`src/rtl/serv_alu_seq.sv`:
```
// serv_alu_seq: operand sequencer and result collector for a bit-serial ALU.
// Accepts a 32-bit operand pair, streams it to the ALU W bits per cycle
// (LSB slice first), reassembles the returned result slices into a 32-bit
// word and presents it, with the final compare flag, on a response port.
module serv_alu_seq #(
    parameter int W = 1,
    parameter int B = W - 1
) (
    input  logic         clk,
    input  logic         i_rst_n,
    // request port
    input  logic         i_req_valid,
    output logic         o_req_ready,
    input  logic [31:0]  i_rs1,
    input  logic [31:0]  i_op_b,
    // ALU side
    output logic         o_en,
    output logic         o_cnt0,
    output logic         o_last,
    output logic [B:0]   o_rs1,
    output logic [B:0]   o_op_b,
    input  logic [B:0]   i_rd,
    input  logic         i_cmp,
    // response port
    output logic         o_rsp_valid,
    input  logic         i_rsp_ready,
    output logic [31:0]  o_rd,
    output logic         o_cmp
);

    localparam int N  = 32 / W;
    localparam int CW = (N > 1) ? $clog2(N) : 1;

    typedef enum logic [1:0] {
        IDLE = 2'd0,
        RUN  = 2'd1,
        DONE = 2'd2
    } state_t;

    state_t          state_reg, state_next;
    logic [CW-1:0]   cnt_reg, cnt_next;
    logic [31:0]     rs1_reg;
    logic [31:0]     op_b_reg;
    logic [31:0]     acc_reg;
    logic [31:0]     rd_reg;
    logic            cmp_reg;

    logic            run;
    logic            accept;
    logic            last_slice;
    logic [W+31:0]   acc_cat;
    logic [31:0]     acc_shift;

    assign run        = (state_reg == RUN);
    assign accept     = (state_reg == IDLE) && i_req_valid;
    assign last_slice = (cnt_reg == CW'(N - 1));

    // New result slice enters at the top; everything already collected moves
    // down by one slice. After N slices the first one sits at bits [W-1:0].
    assign acc_cat   = {i_rd, acc_reg};
    assign acc_shift = 32'(acc_cat >> W);

    // Next-state and slice-counter logic
    always_comb begin
        state_next = state_reg;
        cnt_next   = cnt_reg;
        case (state_reg)
            IDLE: begin
                if (i_req_valid) begin
                    state_next = RUN;
                    cnt_next   = '0;
                end
            end
            RUN: begin
                cnt_next = cnt_reg + CW'(1);
                if (last_slice) begin
                    state_next = DONE;
                    cnt_next   = '0;
                end
            end
            DONE: begin
                if (i_rsp_ready) begin
                    state_next = IDLE;
                end
            end
            default: begin
                state_next = IDLE;
                cnt_next   = '0;
            end
        endcase
    end

    // State and slice-counter registers
    always_ff @(posedge clk or negedge i_rst_n) begin
        if (!i_rst_n) begin
            state_reg <= IDLE;
            cnt_reg   <= '0;
        end else begin
            state_reg <= state_next;
            cnt_reg   <= cnt_next;
        end
    end

    // Operand shift registers: loaded on accept, shifted right one slice per RUN cycle
    always_ff @(posedge clk or negedge i_rst_n) begin
        if (!i_rst_n) begin
            rs1_reg  <= '0;
            op_b_reg <= '0;
        end else if (accept) begin
            rs1_reg  <= i_rs1;
            op_b_reg <= i_op_b;
        end else if (run) begin
            rs1_reg  <= rs1_reg >> W;
            op_b_reg <= op_b_reg >> W;
        end
    end

    // Result collection; the presented word and flag only change at completion
    // so the response stays stable through DONE and the following IDLE.
    always_ff @(posedge clk or negedge i_rst_n) begin
        if (!i_rst_n) begin
            acc_reg <= '0;
            rd_reg  <= '0;
            cmp_reg <= 1'b0;
        end else if (run) begin
            acc_reg <= acc_shift;
            if (last_slice) begin
                rd_reg  <= acc_shift;
                cmp_reg <= i_cmp;
            end
        end
    end

    // Operand slices are forced to zero whenever the ALU is not enabled
    genvar gi;
    generate
        for (gi = 0; gi < W; gi++) begin : g_slice
            assign o_rs1[gi]  = run & rs1_reg[gi];
            assign o_op_b[gi] = run & op_b_reg[gi];
        end
    endgenerate

    assign o_en        = run;
    assign o_cnt0      = run && (cnt_reg == '0);
    assign o_last      = run && last_slice;
    assign o_req_ready = (state_reg == IDLE) && i_rst_n;
    assign o_rsp_valid = (state_reg == DONE);
    assign o_rd        = rd_reg;
    assign o_cmp       = cmp_reg;

endmodule

```
`config.mk`:
```
export PLATFORM = sky130hd
export DESIGN_NAME = serv_alu_seq
export DESIGN_NICKNAME = d
export VERILOG_FILES = /design/src/rtl/serv_alu_seq.sv
export SDC_FILE = /design/constraint.sdc
export NUM_CORES = 1
export LEC_CHECK = 0
export BUFFER_PORTS_ARGS = -buffer_cell sky130_fd_sc_hd__buf_2
export CORE_MARGIN = 3
export CORE_UTILIZATION = 44
export CTS_CLUSTER_SIZE = 28
export DETAILED_ROUTE_END_ITERATION = 12
export PLACE_DENSITY = 0.71
export SYNTH_ARGS = -nofsm -noshare
export SYNTH_HDL_FRONTEND = slang
export SYNTH_SLANG_ARGS = --single-unit
```
`constraint.sdc`:
```
create_clock -name clk -period 1.7 [get_ports clk]
set_clock_uncertainty 0.05 [all_clocks]
set_input_delay 0.17 -clock clk [delete_from_list [all_inputs] [get_ports clk]]
set_output_delay 0.17 -clock clk [all_outputs]
set_load 0.01 [all_outputs]
```
---- After elaboration in Yosys (flattened, before gate mapping) ----
Cells that the tools add are included.
storage, ports and cells
  bits in registers ....................... 136
  input port bits ......................... 70
  output and inout port bits .............. 40
  word-level logic and storage cells ...... 38
operators by class
  $add $sub $neg .......................... 1
  equality and inequality tests ........... 6
  muxes and demuxes ....................... 11
  bitwise logic cells ..................... 3
  reduce and logical (&&, ||, !) cells .... 10
operators by type and width
  operator             number
  $mux 32              4
  $pmux 5 s3           1
  $mux 5               2
  $mux 2               3
  $pmux 2 s3           1
  $add 5x1->5 const B  1
  $eq 5x5->1 const B   1
  $logic_not 5->1      1
  $logic_and 1x1->1    4
  $ne 2x1->1 const B   2
  $reduce_and 2->1     2
  $reduce_and 3->1     1
  $and 1x1->1          2
  $eq 2x1->1 const B   1
  $eq 2x2->1 const B   1
  $logic_not 2->1      1
  $ne 2x2->1 const B   1
  $reduce_bool 2->1    1
  $not 1->1            1

---- Logic depth before layout (Yosys ltp) ----
Gate-level depths: netlist of the first run.
  depth after elaboration ................. 3
  gate-level depth with buffers ........... 8
  gate-level depth less buffers ........... 5

---- Least setup slack after synthesis of the first run ----
Ideal clock, no wire load.
  path type ............................... reg-to-reg
  start ................................... reg cnt_reg[0]
  end ..................................... reg rd_reg[10], in the netlist o_rd[10]
  library setup time ...................... 125 ps
  data arrival time ....................... 1593 ps
  data required time ...................... 1525 ps
  slack ................................... -68 ps
  stages on the path, launching flop included .. 7
  path buffers ............................ 1
  clock period less this slack ............ 1768 ps
  cells stage by stage .................... dfrtp_1 ha_1 and3_1 ha_1 nand2_4 buf_6 mux2_4
between the ends
  longest elaborated chain between the ends .. 2
ends and longest elaborated chain
  element                     RTL line  text
  start, declared             41        logic [CW-1:0] cnt_reg, cnt_next;
  start signal, assigned      100       cnt_reg <= cnt_next;
  $eq 5x5->1                  56        assign last_slice = (cnt_reg == CW'(N - 1));
  $reduce_and 2->1 (no line)  -
  end signal, assigned        128       rd_reg <= acc_shift;
  end, declared               45        logic [31:0] rd_reg;
Every way passes these cells.
A chain may end at the register's enable or synchronous reset.

---- Worst setup path after layout of the first run ----
  start ................................... reg cnt_reg[0]
  end ..................................... out o_last
between the ends
  longest elaborated chain between the ends .. 2
ends and longest elaborated chain
  element            RTL line  text
  $eq 5x5->1         56
  $logic_and 1x1->1  145       assign o_last = run && last_slice;
  end, declared      19        output logic o_last,
Every way passes these cells.

==> results of run 1 <==
==> per-stage QoR <==
stage | setup TNS [ps] | area (um^2)
2_1_floorplan | 0 | 5700
3_3_place_gp | 0 | 6510
3_5_place_dp | -78.0 | 6510
4_1_cts | -2640 | 7610
5_1_grt | -6420 | 7750
6_report | -4210 | 7750
==> synthesized netlist by cell type (2+ instances only) <==
| cell type | count |
|---|---|
| a21o_1 | 62 |
| o21ai_1 | 2 |
| ha_1 | 3 |
| mux2_1 | 5 |
| nor2_1 | 2 |
| inv_1 | 4 |
| a22o_1 | 64 |
| buf_4 | 7 |
| buf_6 | 3 |
| mux2_4 | 28 |
| nand2b_1 | 2 |
| clkbuf_1 | 5 |
| buf_2 | 16 |
| and2_1 | 2 |
| dfrtp_1 | 135 |
| nand2_1 | 100 |
==> final cells by class <==
cell class,instances,area share (%)
clock buffers,17,5.49
clock inverters,15,1.37
inverters,5,0.452
multi-input cells,286,27.7
flip-flops and latches,135,43.6
well taps,168,2.71
repair buffers,185,18.6
repair inverters,1,0.0807
==> path summary, 6_finish.rpt <==
path	start	to	slack, ps	cells after the start
worst max-delay path	cnt_reg[0]	o_last	-160	7
worst min-delay path	i_rs1[1]	rs1_reg[1]	10	3
worst max register to register	cnt_reg[0]	o_rd[19]	-140	7
worst min register to register	rs1_reg[24]	rs1_reg[24]	430	1
max in group asynchronous	i_rst_n	rs1_reg[23]	650	3
min in group asynchronous	i_rst_n	acc_reg[25]	400	3
==> power by group through the flow <==
stage          logic, mW  registers (mW)  clock network (mW)
3_3_place_gp        4.24            5.33                   0
5_1_grt             5.62            5.53                3.51
3_5_place_dp        4.40            5.39                   0
6_report            5.10            5.37                3.30
4_1_cts             4.97            5.36                3.37
2_1_floorplan       3.19            5.28                   0
==> routing by layer <==
metal | track usage [%] | up-vias | wire [um]
li1 | - | 1964 | -
met1 | 24.4 | 2072 | 5740
met2 | 31.6 | 118 | 6510
met3 | 3.96 | 19 | 551
met4 | 7.73 | 0 | 250
met5 | 0 | - | 0
==> cell families after synthesis <==
kind of cell,count (synthesis)
xor gates and xnor gates,2
DFF,135
muxes,34
AOI/OAI and AO/OA,133
buffers and inverters,36
adders and majority gates,3
and+or+nand+nor,114
==> worst min-delay path, stage by stage <==
cell and delay (ps):
buf_2 80, a22o_1 120, a21o_1 80
==> placed cells by master, fill, tap and decap left out, types with 2 or more instances in the layout <==
cell	n
dfrtp_1	135
buf_2	105
nand2_1	100
a22o_1	64
a21o_1	62
dlygate4sd3_1	37
mux2_4	28
buf_4	20
clkbuf_16	19
buf_6	11
buf_12	8
clkinv_2	6
mux2_1	5
clkinv_4	5
inv_2	2
inv_4	2
o21ai_1	2
ha_4	2
inv_6	2
clkinvlp_4	2
==> repair_timing <==
item                                   4_1_cts  5_1_grt
setup endpoints to repair                   47       64
resized for setup                           16       14
gates cloned                                 3        2
setup buffers                                7        5
hold buffers                                37        0
endpoints found under the hold margin      172        0
pin swaps                                    4        6
==> results.ini, run 1 <==
[logic_synthesis]
synth.cell_area_mm2 = 0.00568
synthTopCellsByArea = dfrtp_1, a22o_1, a21o_1, mux2_4, nand2_1
synth_largest_area_cell = dfrtp_1
yosysSeqAreaShare_pct = 59.5
synth_ff_type = dfrtp_1
synth.area.mux_share_pct = 8.59
yosys_warnings = 0
synth-adder-area-share_pct = 0.661
async_flop_share_pct = 100
synth.net_count = 530
syn-instance-count = 457
avgSynthCellArea_um2 = 12.4
synth-simple-area-share_pct = 8.46
synth_edf_count = 0
synth_top_family_by_area = compound AO/OA/AOI/OAI gates
synth_xor_area_share_pct = 0.308
synth-seq-cells = 135
synth_top_area_share_pct = 59.5
synth-compound-area-share_pct = 18.8
yosys.cell_types.count = 33

[power]
p_leak_nw = 4.37
vdd_drop_max_mv = 0.904
comb_power_share_pct = 37.0
internal_power_mw = 9.24
power_mw = 13.8
p_sw_mw = 4.52
clkPwrFrac_pct = 24.0
seqPwrFrac_pct = 39.0
power_density_mw_per_mm2 = 1780
switching_share_pct = 32.9

[timing]
fin_crit_sh_pct = 109
rsz0062_at_grt = yes
whs_ps = 12.7
setup_viol = 34
layout_setup_ws_ps = -156
min_period_ps = 1860
worst_pin_slew_ps = 720
fmax_mhz = 539
relSlewSlack_pct = 52.0
drv_slew = 0
hold_viol = 0

[clock_network]
cts.clk_slew.worst_paths_ps = 60
cts-buffers-inserted = 17
tritoncts = built
clk_latency_ps = 420
cts.path.max_buffers = 2
cts_sinks = 135
htree_levels = 4
root_buffer = clkbuf_16

[die]
start_util_pct = 46.1
die_h_um = 120
die_w_um = 120
num_io_pins = 110
row_count = 40
core_mm2 = 0.0123
dieArea_mm2 = 0.0143

[final_layout]
n_antenna_cell = 0
final-seq-area_mm2 = 0.00338
stdcell_count = 812
post-route-util_pct = 62.9
layout.nets = 704
fillers = 1016
area_growth_pct = 36.4
drive_gt1_share_pct = 35.1
multi_input_comb_area_mm2 = 0.00215

[worst_setup_path]
critPathMostFrequentCell = buf_6
criticalPathCategory = reg -> out
max_stage_delay_ps = 400
cp_max_fo = 3
cp_data_arrival_time_ps = 1640
crit_buf_inv = 3
worst_setup_path_start_kind = register
worst_ep_required_time_ps = 1480
worstSetupEndpointType = primary output
crit_chain = ha_2 -> and3_4 -> ha_4 -> nand2_4 -> buf_6 -> inv_4 -> buf_6
slowest_stage = dfrtp_1
cpLargestDelayFamily = flip-flops

[place]
pre_cts_ws_ps = -28.3
place_inst = 727
gp_congestion = 0.787
dp_hpwl_um = 7770
io_buffer_count = 109

[run_status]
violations = setup timing
status = finished with violations

[route]
viasPerCell = 5.14
ant_nets = 0
drc = 0
firstDrtPassIters = 4
avgRoutedWirePerCell_um = 16.1
first_iter_violations = 312
vias = 4173
wl_um = 13100

[worst_hold_path]
holdCritPathClass = in -> reg

[global_route]
antenna_found_initial = 0
grt_pass1_vias = 4311
grt_max_degree = 136
grt_pass1_wl_um = 21500
grt_overflow_total = 0
grt_usage_pct = 19.0

[flow_run]
maxCapViolCount = 0

Note: power is estimated with default switching activity, not from simulation.
==> run 2, diff against run 1 <==
- CELL_PAD_IN_SITES_DETAIL_PLACEMENT: default -> 1
- CELL_PAD_IN_SITES_GLOBAL_PLACEMENT: default -> 2
- CORE_UTILIZATION: 44 -> 33
- PLACE_DENSITY: 0.71 -> 0.78
==> results.ini, run 2 (synthesized netlist as in run 1, its figures left out) <==
[place]
gp_congestion = 0.730  ; was 0.787
placed_area_mm2 = 0.00658  ; was 0.00651 mm^2
dp_hpwl_um = 8770  ; was 7770 um
io_buffer_count = 109  ; unchanged

[worst_setup_path]
worstSetupEndpointType = primary output  ; unchanged
criticalPathCategory = reg -> out  ; unchanged
worst_setup_path_start_kind = register  ; unchanged
cp_max_fo = 2  ; was 3
worst_ep_required_time_ps = 1480  ; about the same
r2r_start = cnt_reg[1]  ; was cnt_reg[0]
r2r_cells = 7  ; unchanged
rrSetupSlack_ps = -150  ; was -140 ps
crit_path_end = o_last  ; unchanged
startpoint = cnt_reg[1]  ; was cnt_reg[0]
r2r-end = o_cmp  ; was o_rd[19]
cp_data_arrival_time_ps = 1640  ; about the same

[timing]
layout_setup_ws_ps = -156  ; about the same
hold_viol = 0  ; unchanged
rsz0062_at_grt = yes  ; unchanged
drv_slew = 0  ; unchanged
whs_ps = 10.8  ; was 12.7 ps
relSlewSlack_pct = 45.6  ; was 52.0%
setup_viol = 36  ; was 34
fmax_mhz = 539  ; about the same
worst_pin_slew_ps = 817  ; was 720 ps
fin_crit_sh_pct = 109  ; about the same
min_period_ps = 1860  ; about the same

[final_layout]
layout_commonest_cell = dfrtp_1  ; unchanged
layout.nets = 686  ; was 704
drive_gt1_share_pct = 36.3  ; was 35.1%
multi_input_comb_area_mm2 = 0.00216  ; was 0.00215 mm^2
area_growth_pct = 36.7  ; was 36.4%
final_area_mm2 = 0.00776  ; was 0.00775 mm^2
most-common-layout-cells = dfrtp_1, buf_2, nand2_1  ; unchanged
fillers = 1789  ; was 1016
n_antenna_cell = 0  ; unchanged
final-seq-area_mm2 = 0.00338  ; about the same

[route]
vias = 4097  ; was 4173
firstDrtPassIters = 4  ; unchanged
drc = 0  ; unchanged
ant_nets = 0  ; unchanged
first_iter_violations = 151  ; was 312
avgRoutedWirePerCell_um = 17.0  ; was 16.1 um
viasPerCell = 4.84  ; was 5.14
wl_um = 14400  ; was 13100 um

[global_route]
grt_usage_pct = 15.8  ; was 19.0%
grt_overflow_total = 0  ; unchanged
antenna_found_initial = 0  ; unchanged
grt_max_degree = 136  ; unchanged
grt_pass1_wl_um = 23100  ; was 21500 um
grt_pass1_vias = 4494  ; was 4311

[clock_network]
cts.path.max_buffers = 2  ; unchanged
root_buffer = clkbuf_16  ; unchanged
htree_levels = 4  ; unchanged
cts.clk_slew.worst_paths_ps = 60  ; about the same
cts-buffers-inserted = 17  ; unchanged
cts_sinks = 135  ; unchanged
clk_latency_ps = 410  ; was 420 ps
tritoncts = built  ; unchanged

[power]
internal_power_mw = 9.78  ; was 9.24 mW
clkPwrFrac_pct = 26.0  ; was 24.0%
power_density_mw_per_mm2 = 1850  ; was 1780 mW/mm^2
p_sw_mw = 4.59  ; was 4.52 mW
comb_power_share_pct = 36.4  ; was 37.0%
switching_share_pct = 31.9  ; was 32.9%
p_leak_nw = 4.34  ; was 4.37 nW
seqPwrFrac_pct = 37.5  ; was 39.0%
vdd_drop_max_mv = 0.789  ; was 0.904 mV

[die]
row_count = 47  ; was 40
start_util_pct = 34.0  ; was 46.1%
num_io_pins = 110  ; unchanged
dieArea_mm2 = 0.0188  ; was 0.0143 mm^2
core_mm2 = 0.0167  ; was 0.0123 mm^2
die_h_um = 137  ; was 120 um
die_w_um = 137  ; was 120 um

[run_status]
violations = setup timing  ; unchanged
status = finished with violations  ; unchanged

[worst_hold_path]
holdCritPathClass = in -> reg  ; unchanged
hold_depth = 3  ; unchanged

[flow_run]
maxCapViolCount = 0  ; unchanged

## run 2: cell count changes in the layout (fill, tap and decap cells not counted), moves of 2 or more
| cell | delta |
|---|---|
| buf_12 | +2 |
| buf_4 | -3 |
| bufinv_16 | +2 |
| clkbuf_8 | +5 |
| clkinv_2 | -3 |
| clkinv_4 | -4 |
| dlygate4sd3_1 | -15 |
| mux2_1 | -3 |
| mux2_4 | +3 |
## run 2: area by class of cell
| class | count | area share, % |
|---|---|---|
| repair buffers | 168 | 16.9 |
| flip-flops and latches | 135 | 43.5 |
| multi-input cells | 286 | 27.8 |
| well taps | 220 | 3.55 |
| clock inverters | 10 | 1.50 |
| clock buffers | 22 | 6.37 |
| inverters | 5 | 0.403 |
## run 2: worst max-delay path, cell delays in order (launching register included)
cell	delay [ps]
dfrtp_1	400
ha_2	180
and3_4	180
ha_4	160
nand2_4	70
buf_12	100
inv_4	30
buf_6	100
## run 2: per-layer routing
metal	global-route usage, %	up-vias	share of wire [%]
li1	-	1916	-
met1	20.4	2090	46
met2	25.4	79	49
met3	5.22	12	4.6
met4	4.55	0	1.1
met5	0	-	0
## run 2: worst min-delay path by stage
stage	startpoint	end	slack, ps
detailed placement	i_rsp_ready	state_reg[1]	310
finish	i_op_b[0]	op_b_reg[0]	10
global route	i_rs1[4]	rs1_reg[4]	3
floorplan	i_rst_n	acc_reg[10]	-180
global placement	i_rst_n	acc_reg[28]	310
CTS	i_op_b[25]	op_b_reg[25]	0.3
## run 2: through the flow
stage / util [%] / total power [mW] / setup TNS, ps / instances / setup slack [ps]
2_1_floorplan: - / 8.47 / 0 / 457 / 3.66
3_3_place_gp: 39.4 / 9.69 / 0 / 775 / 8.61
3_5_place_dp: 39.4 / 10.0 / -212 / 775 / -32.7
4_1_cts: 46.0 / 14.5 / -3440 / 841 / -182
5_1_grt: 46.5 / 15.3 / -6930 / 846 / -242
6_report: 46.5 / 14.4 / -4510 / 846 / -156
## run 2: power by group through the flow
stage | clock network (mW) | logic, mW | registers [mW]
after floorplan | 0 | 3.19 | 5.28
after global placement | 0 | 4.35 | 5.34
after detailed placement | 0 | 4.60 | 5.40
after CTS | 3.84 | 5.28 | 5.39
after global routing | 4.01 | 5.78 | 5.56
final | 3.74 | 5.23 | 5.39
## run 2: what timing repair did
action	CTS	global route
endpoints found under the hold margin	156	1
pin swaps	7	2
cloned	2	1
setup endpoints to repair	30	76
gates resized for setup	25	13
setup buffers	11	4
hold buffers	21	1
==> run 3, diff against run 2 <==
- CORE_UTILIZATION: 33 -> 36
- PLACE_DENSITY: 0.78 -> 0.81
- clock period: 1.7 -> 1.9 ns (I/O delays scaled with it)
==> results.ini, run 3 (synthesized netlist as in run 1, its figures left out) <==
[run_status]
status = completed  ; was finished with violations

[clock_network]
cts_sinks = 135  ; unchanged
tritoncts = built  ; unchanged
cts.path.max_buffers = 2  ; unchanged
clk_latency_ps = 420  ; was 410 ps
cts-buffers-inserted = 17  ; unchanged
cts.clk_slew.worst_paths_ps = 60  ; about the same
root_buffer = clkbuf_16  ; unchanged
htree_levels = 4  ; unchanged

[worst_setup_path]
rrSetupSlack_ps = 100  ; was -150 ps
criticalPathCategory = reg -> out  ; unchanged
max_stage_delay_ps = 380  ; was 400 ps
cp_max_fo = 3  ; was 2
slowest_stage = dfrtp_1  ; unchanged
worstSetupEndpointType = primary output  ; unchanged
worst_setup_path_start_kind = register  ; unchanged
r2r_start = cnt_reg[0]  ; was cnt_reg[1]
cp_data_arrival_time_ps = 1580  ; was 1640 ps
r2r-end = o_rd[2]  ; was o_cmp
worst_ep_required_time_ps = 1660  ; was 1480 ps
r2r_cells = 6  ; was 7
crit_chain = buf_4 -> inv_1 -> ha_1 -> nand3b_1 -> nor3_2 -> buf_2  ; was ha_2 -> and3_4 -> ha_4 -> nand2_4 -> buf_12 -> inv_4 -> buf_6

[power]
vdd_drop_max_mv = 0.665  ; was 0.789 mV
p_leak_nw = 4.23  ; was 4.34 nW
power_mw = 13.0  ; was 14.4 mW
power_density_mw_per_mm2 = 1730  ; was 1850 mW/mm^2

[global_route]
met2_usage_pct = 28.6  ; was 25.4%
grt_usage_pct = 16.9  ; was 15.8%
grt_max_degree = 127  ; was 136
use_met1_pct = 20.4  ; about the same
grt_pass1_wl_um = 23300  ; was 23100 um
grt_pass1_vias = 4524  ; was 4494
antenna_found_initial = 0  ; unchanged
grt_util_met3_pct = 4.71  ; was 5.22%
gr-max-usage-layer = met2  ; unchanged
grt_overflow_total = 0  ; unchanged

[die]
row_count = 45  ; was 47
core_mm2 = 0.0153  ; was 0.0167 mm^2
dieArea_mm2 = 0.0173  ; was 0.0188 mm^2
die_h_um = 132  ; was 137 um
num_io_pins = 110  ; unchanged
start_util_pct = 37.1  ; was 34.0%
die_w_um = 132  ; was 137 um

[worst_hold_path]
hold_depth = 3  ; unchanged
holdCritPathClass = in -> reg  ; unchanged
hold_start = i_rs1[21]  ; was i_op_b[0]
hold_end = rs1_reg[21]  ; was op_b_reg[0]

[place]
io_buffer_count = 109  ; unchanged
gp_congestion = 0.742  ; was 0.730
pre_cts_ws_ps = 69.1  ; was -32.7 ps
dp_hpwl_um = 8330  ; was 8770 um

[timing]
setup_viol = 0  ; was 36
relSlewSlack_pct = 52.4  ; was 45.6%
layout_setup_ws_ps = 84.7  ; was -156 ps
min_period_ps = 1820
fin_crit_sh_pct = 95.5
drv_slew = 0  ; unchanged
fin_tns_setup_ps = 0  ; was -4510 ps
rsz0062_at_grt = yes  ; unchanged
fmax_mhz = 551
hold_viol = 0  ; unchanged
worst_pin_slew_ps = 714  ; was 817 ps

[final_layout]
area_growth_pct = 32.5  ; was 36.7%
layout_commonest_cell = dfrtp_1  ; unchanged
fillers = 1633  ; was 1789
layout.nets = 667  ; was 686
most-common-layout-cells = dfrtp_1, buf_2, nand2_1  ; unchanged
post-route-util_pct = 49.1  ; was 46.5%
drive_gt1_share_pct = 32.5  ; was 36.3%
n_antenna_cell = 0  ; unchanged

[route]
wl_um = 14000  ; was 14400 um
ant_nets = 0  ; unchanged
avgRoutedWirePerCell_um = 17.1  ; was 17.0 um
first_iter_violations = 197  ; was 151
viasPerCell = 4.90  ; was 4.84
firstDrtPassIters = 4  ; unchanged
vias = 4009  ; was 4097
drc = 0  ; unchanged

[flow_run]
maxCapViolCount = 0  ; unchanged

[run 3: cell types whose count changed in the layout (fill, tap and decap cells not counted), sizes merged]
cell,before,now
buf,144,128
bufinv,2,7
clkinv,4,1
inv,7,4
clkbuf,23,25
clkinvlp,2,0
dlygate4sd3,22,20
[run 3: area by class of cell]
cell class,instances,area (um^2),share of cell area [%]
repair buffers,149,1020,13.5
flip-flops and latches,135,3380,44.9
well taps,211,264,3.51
clock inverters,7,210,2.79
multi-input cells,286,2120,28.2
inverters,5,23.8,0.316
clock buffers,25,505,6.72
[run 3: how the worst max path moves through the flow]
stage	startpoint	end	slack [ps]
2_1_floorplan	cnt_reg[0]	o_rd[10]	130
3_3_place_gp	cnt_reg[0]	o_rd[18]	120
3_5_place_dp	cnt_reg[1]	o_rd[15]	70
4_1_cts	cnt_reg[1]	o_last	-30
5_1_grt	cnt_reg[1]	o_cnt0	-50
6_report	cnt_reg[0]	o_cnt0	80
[run 3: stage by stage]
step           area (um^2)  hold slack (ps)  cells
2_1_floorplan         5680             -156    457
3_3_place_gp          6470            -44.4    759
3_5_place_dp          6470            -42.9    759
4_1_cts               7510            0.214    816
5_1_grt               7520             2.51    818
6_report              7520             19.4    818
[run 3: worst max-delay path: cells and delay by family, from the launching register on]
kind | cells | cell delay, ps
simple gates | 2 | 270
buf+inv | 3 | 360
flops | 1 | 380
fa+ha+maj | 1 | 140
[run 3: routing by layer]
metal	routed length [um]	share of wire [%]	vias to the layer above
met1	6020	43	2040
met3	471	3.4	24
li1	-	-	1878
met2	7180	51	67
met4	276	2.0	0
met5	0	0	-
[run 3: power breakdown]
part	switching [mW]	internal, mW	total [mW]
Combinational	1.96	2.21	4.18
Sequential	0.767	4.06	4.82
Clock	1.21	2.77	3.98
Total	3.94	9.04	13.0
[run 3: timing repair]
action	in CTS	in global routing
pin swaps	2	4
setup buffers	4	3
hold buffers	20	0
cloned	1	0
resized for setup	13	3
endpoints found under the setup margin	4	19
endpoints found under the hold margin	155	0
